--- src/rtl/control_unit.sv ---
// Moore control FSM for a small accumulator CPU: fetch, decode and execute of ADD/AND/JMP/INC.
// Define CU_STEP_EN to add a single-step HOLD state (input step) in front of every fetch.
module control_unit (
    input  logic       clk,
    input  logic       rst,
`ifdef CU_STEP_EN
    input  logic       step,
`endif
    input  logic [1:0] ir_op,
    output logic       clr_pc,
    output logic       ld_pc,
    output logic       inc_pc,
    output logic       ld_ar,
    output logic       ar_sel,
    output logic       mem_rd,
    output logic       ld_ir,
    output logic       ld_dr,
    output logic       ld_ac,
    output logic       clr_ac,
    output logic       inc_ac,
    output logic [1:0] alu_op,
    output logic [2:0] state_out
);

    typedef enum logic [2:0] {
        S_RST  = 3'd0,
        S_F1   = 3'd1,
        S_F2   = 3'd2,
        S_DEC  = 3'd3,
        S_EX1  = 3'd4,
        S_EX2  = 3'd5
`ifdef CU_STEP_EN
        ,
        S_HOLD = 3'd6
`endif
    } state_t;

    localparam logic [1:0] OP_JMP = 2'b10;
    localparam logic [1:0] OP_INC = 2'b11;

    // Every path that would start a new fetch goes through HOLD when stepping is enabled.
`ifdef CU_STEP_EN
    localparam state_t S_NEXT = S_HOLD;
`else
    localparam state_t S_NEXT = S_F1;
`endif

    state_t state_q;
    state_t state_d;

    always_ff @(posedge clk) begin
        if (rst) state_q <= S_RST;
        else     state_q <= state_d;
    end

    always_comb begin
        state_d = S_RST;
        clr_pc  = 1'b0;
        ld_pc   = 1'b0;
        inc_pc  = 1'b0;
        ld_ar   = 1'b0;
        ar_sel  = 1'b0;
        mem_rd  = 1'b0;
        ld_ir   = 1'b0;
        ld_dr   = 1'b0;
        ld_ac   = 1'b0;
        clr_ac  = 1'b0;
        inc_ac  = 1'b0;
        alu_op  = 2'b00;
        case (state_q)
            S_RST: begin
                clr_pc  = 1'b1;
                clr_ac  = 1'b1;
                state_d = S_NEXT;
            end
            S_F1: begin
                ld_ar   = 1'b1;
                state_d = S_F2;
            end
            S_F2: begin
                mem_rd  = 1'b1;
                ld_ir   = 1'b1;
                inc_pc  = 1'b1;
                state_d = S_DEC;
            end
            S_DEC: begin
                if (ir_op == OP_JMP) begin
                    ld_pc   = 1'b1;
                    state_d = S_NEXT;
                end else if (ir_op == OP_INC) begin
                    inc_ac  = 1'b1;
                    state_d = S_NEXT;
                end else begin
                    // ADD/AND fetch their operand from the IR address field
                    ld_ar   = 1'b1;
                    ar_sel  = 1'b1;
                    state_d = S_EX1;
                end
            end
            S_EX1: begin
                mem_rd  = 1'b1;
                ld_dr   = 1'b1;
                state_d = S_EX2;
            end
            S_EX2: begin
                ld_ac   = 1'b1;
                alu_op  = ir_op;
                state_d = S_NEXT;
            end
`ifdef CU_STEP_EN
            S_HOLD: begin
                state_d = step ? S_F1 : S_HOLD;
            end
`endif
            default: state_d = S_RST;
        endcase
    end

    assign state_out = state_q;

endmodule

--- config.mk ---
export PLATFORM = sky130hd
export DESIGN_NAME = control_unit
export DESIGN_NICKNAME = d
export VERILOG_FILES = /design/src/rtl/control_unit.sv
export SDC_FILE = /design/constraint.sdc
export NUM_CORES = 1
export LEC_CHECK = 0
export BUFFER_PORTS_ARGS = -buffer_cell sky130_fd_sc_hd__buf_2
export CAP_MARGIN = 10
export CORE_AREA = 2 2 39 41
export DETAILED_ROUTE_END_ITERATION = 10
export DIE_AREA = 0 0 41 43
export PLACE_DENSITY = 0.54
export SLEW_MARGIN = 20
export SYNTH_ARGS = -nofsm -noshare
export SYNTH_HDL_FRONTEND = slang
export SYNTH_SLANG_ARGS = --single-unit
--- constraint.sdc ---
create_clock -name clk -period 1.1 [get_ports clk]
set_input_delay 0.22 -clock clk [delete_from_list [all_inputs] [get_ports clk]]
set_output_delay 0.22 -clock clk [all_outputs]
set_load 0.02 [all_outputs]
==> flow_summary.json, run 1 <==
{
  "die_x_um": 41,
  "drv_cap": 0,
  "synth_top_area_share": 0.2424,
  "path_clk_slew_ps": 40,
  "rows": 14,
  "maxSlewViolCount": 0,
  "p_leak_uw": 0.0002904,
  "synth.cell_area_um2": 247.7,
  "crit_arrival_ps": 1100,
  "final-setup-viol-count": 13,
  "drtPass1Iterations": 2,
  "layout-drive-gt1-share": 0.8393,
  "track_usage": 0.08233,
  "via_per_inst": 4.000,
  "clockBufferDepth": 2,
  "synth_top_family_by_area": "simple AND/OR/NAND/NOR gates",
  "cp-start-kind": "flop",
  "status": "finished, violations left",
  "nets": 61,
  "violations": "negative setup slack",
  "syn-mean-instance-area_um2": 8.848,
  "fin_crit_ps": 1319,
  "fmax_ghz": 0.7582,
  "cts_sinks": 3,
  "syn_nets": 32,
  "dieArea_um2": 1763,
  "hold_viol": 0,
  "wl_per_cell_um": 9.986,
  "required_ps": 880,
  "synth-warning-count": 0,
  "setup-tns-final_ps": -2356,
  "synth_seq_cells": 3,
  "most-common-layout-cells": "15 x buf_6, 10 x buf_4",
  "portBuffers": 19,
  "root_buffer": "clkbuf_4",
  "layout_commonest_cell": "buf_6",
  "seq_area_frac_synth": 0.2424,
  "drc": 0,
  "detail-route-antenna-nets": 0,
  "yosys-mux-area-fraction": 0,
  "insertion_delay_ps": 230,
  "fin_skew_ps": 0.4338,
  "numCtsBuffers": 3,
  "finalInstanceArea_um2": 614.3,
  "diodes": 0,
  "hold_path_class": "in -> reg",
  "drt-total-wl_um": 719,
  "ir_drop_mv": 0.5583,
  "cp-end-kind": "output pin",
  "tightestPinTransition_ps": 217.2,
  "grt_max_degree": 10,
  "relSlewSlack": 0.8549,
  "largest_register_ffs": 3,
  "detailed_place.area_um2": 437.9,
  "gp_congestion": 0.6912,
  "rsz0062_at_grt": "yes",
  "vias": 288,
  "powerDensity_nw_per_um2": 1100,
  "whs_ps": 175.1,
  "dr.first_iter.drc_count": 1,
  "synth-compound-area-share": 0.09596,
  "synth.distinct_cells": 18,
  "synthAdderAreaFrac": 0,
  "path_max_fanout": 5,
  "fin_crit_sh": 1.199,
  "p_total_uw": 675.5,
  "core_area_um2": 1384,
  "grt_pass1_vias": 252,
  "dieHeight_um": 43,
  "area_growth_pct": 148.0,
  "synth_top_cell_by_area": "dfxtp_1",
  "dp_hpwl_um": 520.5,
  "setup_slack_ps": -218.8,
  "cts_tree": "yes",
  "crit_type": "reg -> out",
  "h-tree-depth": 1,
  "grt_antenna_before_repair": 0,
  "start_util": 0.1790,
  "yosys.area_share.simple": 0.3788,
  "synthCells": 28,
  "synth_xor_xnor_area_share": 0.07071,
  "grt_pass1_wl_um": 993,
  "fill_cells": 140,
  "grt.overflow.total": 0,
  "boundaryPins": 20,
  "synthTopCellsByArea": "dfxtp_1 24%, buf_6 14%, nor3_1 8.1%, xnor2_1 7.1%, buf_4 6.1%"
}
==> layer usage <==
metal | GRT usage | wire (µm) | vias to the layer above
li1 | - | - | 147
met1 | 0.09003 | 282 | 126
met2 | 0.1406 | 389 | 15
met3 | 0.04712 | 47 | 0
met4 | 0 | 0 | 0
met5 | 0 | 0 | -
==> repair_timing <==
action	CTS	global route
resized for setup	24	13
endpoints found under the setup margin	15	14
buffers inserted	3	2
pin swaps	2	3
hold buffers	0	0
==> cell families (layout without fill, tap and decap cells) <==
| family | Yosys count | after routing |
|---|---|---|
| xor+xnor | 2 | 2 |
| flops | 3 | 3 |
| compound gates | 3 | 3 |
| simple gates | 14 | 14 |
| buf+inv | 6 | 34 |
==> per-stage QoR <==
stage	util	setup WS (ps)	std cells
final	0.4439	-218.8	72
after global routing	0.4439	-283.2	72
after CTS	0.4087	-229.9	70
after detailed placement	0.3165	-3.322	63
after global placement	0.3165	-1.977	63
after floorplan	-	-121.8	28
==> critical path, cell delays in order (launching register included) <==
cell	delay (ps)
dfxtp_4	350
and3b_2	270
and2_4	140
buf_6	100
==> where the power goes <==
part / switching, µW / internal, µW / leakage (µW)
Combinational: 161 / 183 / 0.000249
Clock: 53.7 / 136 / 0.0000150
Sequential: 20.1 / 121 / 0.0000267
Total: 235 / 440 / 0.000290
==> cell usage after synthesis <==
cell type and instances:
xnor2_1 2, o21ba_1 1, buf_4 2, nor3_1 4, nand2_1 1, a221oi_1 1
nor3b_2 1, a21oi_1 1, dfxtp_1 3, nand2b_1 1, nor3b_1 1, and2_1 2
and3b_1 1, inv_1 1, nor2b_1 1, and4bb_1 1, buf_6 3, nor2_1 1
==> area by class of cell <==
cell class                 instances  area [µm²]  share of cell area
inverter                           1       3.754            0.006110
multi-input combinational         19       214.0              0.3483
timing repair buffer              29       279.0              0.4542
clock buffer                       4       26.28             0.04277
tap                               16       20.02             0.03259
sequential                         3       71.32              0.1161
==> worst paths after layout <==
check	from	cells past startpoint	slack (ps)	endpoint
worst min-delay path	rst	2	180	state_out[0]$_SDFF_PP0_
worst max-delay path	state_out[1]$_SDFF_PP0_	3	-220	alu_op[0]
worst min register to register	state_out[2]$_SDFF_PP0_	2	590	state_out[1]$_SDFF_PP0_
worst max register to register	state_out[2]$_SDFF_PP0_	4	60	state_out[2]$_SDFF_PP0_
(Power assumes the default switching activity.)
==> run 2, diff against run 1 <==
Settings changed: GPL_TIMING_DRIVEN from default to 1.
Clock period 1.1 ns to 1.7 ns, I/O delays scaled along.
==> run 2 against run 1 <==
  * The run now ends clean
  * Count of clock-buffer cells in the layout unchanged
  * Cell area decreased by 43%
  * First-iteration DRC count increased to 3.0 times the previous value
  * Via count decreased by 14%
  * Sequential cell count unchanged
  * Non-clock buffer count decreased by 10
  * Combinational power decreased by 69%
  * Worst hold slack improved by 120 ps
  * Sequential power decreased by 30%
  * Core utilization decreased by 19 points
  * Cell count decreased by 14%
  * Setup slack improved by 320 ps
  * Critical path type unchanged
  * Largest cell class is now multi-input gates
==> flow_summary.json, run 2 (synthesis results as in run 1) <==
{
  "status": "finished, final reports clean",
  "grt.overflow.total": 0,
  "layout-drive-gt1-share": 0.5652,
  "start_util": 0.1790,
  "drtPass1Iterations": 3,
  "crit_type": "reg -> out",
  "dieHeight_um": 43,
  "diodes": 0,
  "insertion_delay_ps": 230,
  "rows": 14,
  "core_area_um2": 1384,
  "track_usage": 0.07322,
  "dp_hpwl_um": 445.6,
  "cts_sinks": 3,
  "nets": 51,
  "gp_congestion": 0.7013,
  "cp-end-kind": "output pin",
  "drt-total-wl_um": 605,
  "cts_setup_buffers": 0,
  "grt_antenna_before_repair": 0,
  "largest_register_ffs": 3,
  "numCtsBuffers": 3,
  "vias": 249,
  "hold_path_class": "in -> reg",
  "wl_per_cell_um": 9.758,
  "grt_pass1_wl_um": 814,
  "layout_commonest_cell": "buf_2",
  "area_growth_pct": 40.40,
  "die_x_um": 41,
  "fin_crit_sh": 0.9413,
  "path_max_fanout": 11,
  "h-tree-depth": 1,
  "rsz0062_at_grt": "no",
  "tightestPinTransition_ps": 346.9,
  "cpPeakStageDelay_ps": 520,
  "maxSlewViolCount": 0,
  "slowest_stage": "dfxtp_1",
  "grt_pass1_vias": 198,
  "powerDensity_nw_per_um2": 957.1,
  "fmax_ghz": 0.6249,
  "fin_skew_ps": 0.7639,
  "grt_max_degree": 12,
  "crit_arrival_ps": 1260,
  "drc": 0,
  "detail-route-antenna-nets": 0,
  "setup-tns-final_ps": 0,
  "relSlewSlack": 0.7684,
  "p_leak_uw": 0.0001988,
  "dr.first_iter.drc_count": 3,
  "drv_cap": 0,
  "dieArea_um2": 1763,
  "root_buffer": "clkbuf_4",
  "worstPathCellList": "and3b_1, and2_1, buf_2",
  "portBuffers": 19,
  "path_clk_slew_ps": 40,
  "required_ps": 1360,
  "most-common-layout-cells": "19 x buf_2, 4 x nor3_1, 3 x clkbuf_4",
  "clockBufferDepth": 2,
  "boundaryPins": 20,
  "cp-start-kind": "flop",
  "via_per_inst": 4.016,
  "finish.utilization": 0.2514,
  "ir_drop_mv": 0.3982,
  "final-setup-viol-count": 0,
  "cts_tree": "yes",
  "hold_viol": 0,
  "fin_crit_ps": 1600
}
==> run 2: changes by cell type in the layout (fill, tap and decap cells not counted), moves of 2 or more <==
cell     delta
buf_2      +16
buf_6      -15
buf_4      -10
dfxtp_4     -3
nor3_1      +3
nor3_4      -3
and2_1      +2
and2_4      -2
dfxtp_2     +2
nor3b_2     +2
nor3b_4     -2
==> run 2: path summary, 6_finish.rpt <==
kind | start | cells past startpoint | slack, ps | to
worst max-delay path | state_out[2]$_SDFF_PP0_ | 3 | 100 | alu_op[1]
worst min register to register | state_out[1]$_SDFF_PP0_ | 1 | 590 | state_out[0]$_SDFF_PP0_
worst max register to register | state_out[2]$_SDFF_PP0_ | 2 | 660 | state_out[2]$_SDFF_PP0_
worst min-delay path | rst | 2 | 300 | state_out[1]$_SDFF_PP0_
==> run 2: power breakdown <==
group / switching, µW / internal, µW / leakage [µW]
combinational: 66.4 / 42.0 / 0.000159
clock: 37.9 / 88.0 / 0.0000150
sequential: 19.2 / 79.3 / 0.0000253
total: 124 / 209 / 0.000199
==> run 2: final cells by class <==
cell class / count / area [µm²]
well taps: 16 / 20.02
clock buffers: 4 / 26.28
inverters: 1 / 3.754
fillers: 157 / 1036
repair buffers: 19 / 95.09
flip-flops and latches: 3 / 62.56
multi-input cells: 19 / 140.1
==> run 2: critical path: cells and delay by family (launching register included) <==
kind | cells | cell delay (ps)
buffers and inverters | 1 | 150
DFF | 1 | 520
and+or+nand+nor | 2 | 350
==> run 2: per-layer routing <==
layer	global-route usage	share of wire	up-vias
met2	0.08125	0.44	13
met5	0	0	-
met3	0.06283	0.11	0
met1	0.09295	0.45	107
li1	-	-	129
met4	0.04000	0	0
==> run 2: metrics by stage <==
stage	total power [µW]	hold WS (ps)	setup slack (ps)	cells	instance area, µm²
after floorplan	192.0	416.6	20.19	28	252.7
after global placement	206.3	542.6	333.3	58	319.1
after detailed placement	207.8	539.7	304.2	58	319.1
after CTS	337.7	292.5	55.70	62	345.3
after global routing	366.1	287.3	2.466	62	347.8
final	332.9	297.2	99.86	62	347.8
==> run 2: repair_timing <==
item | 4_1_cts | 5_1_grt
hold buffers | 0 | 0
gates resized for setup | 0 | 2
endpoints found under the setup margin | 0 | 3
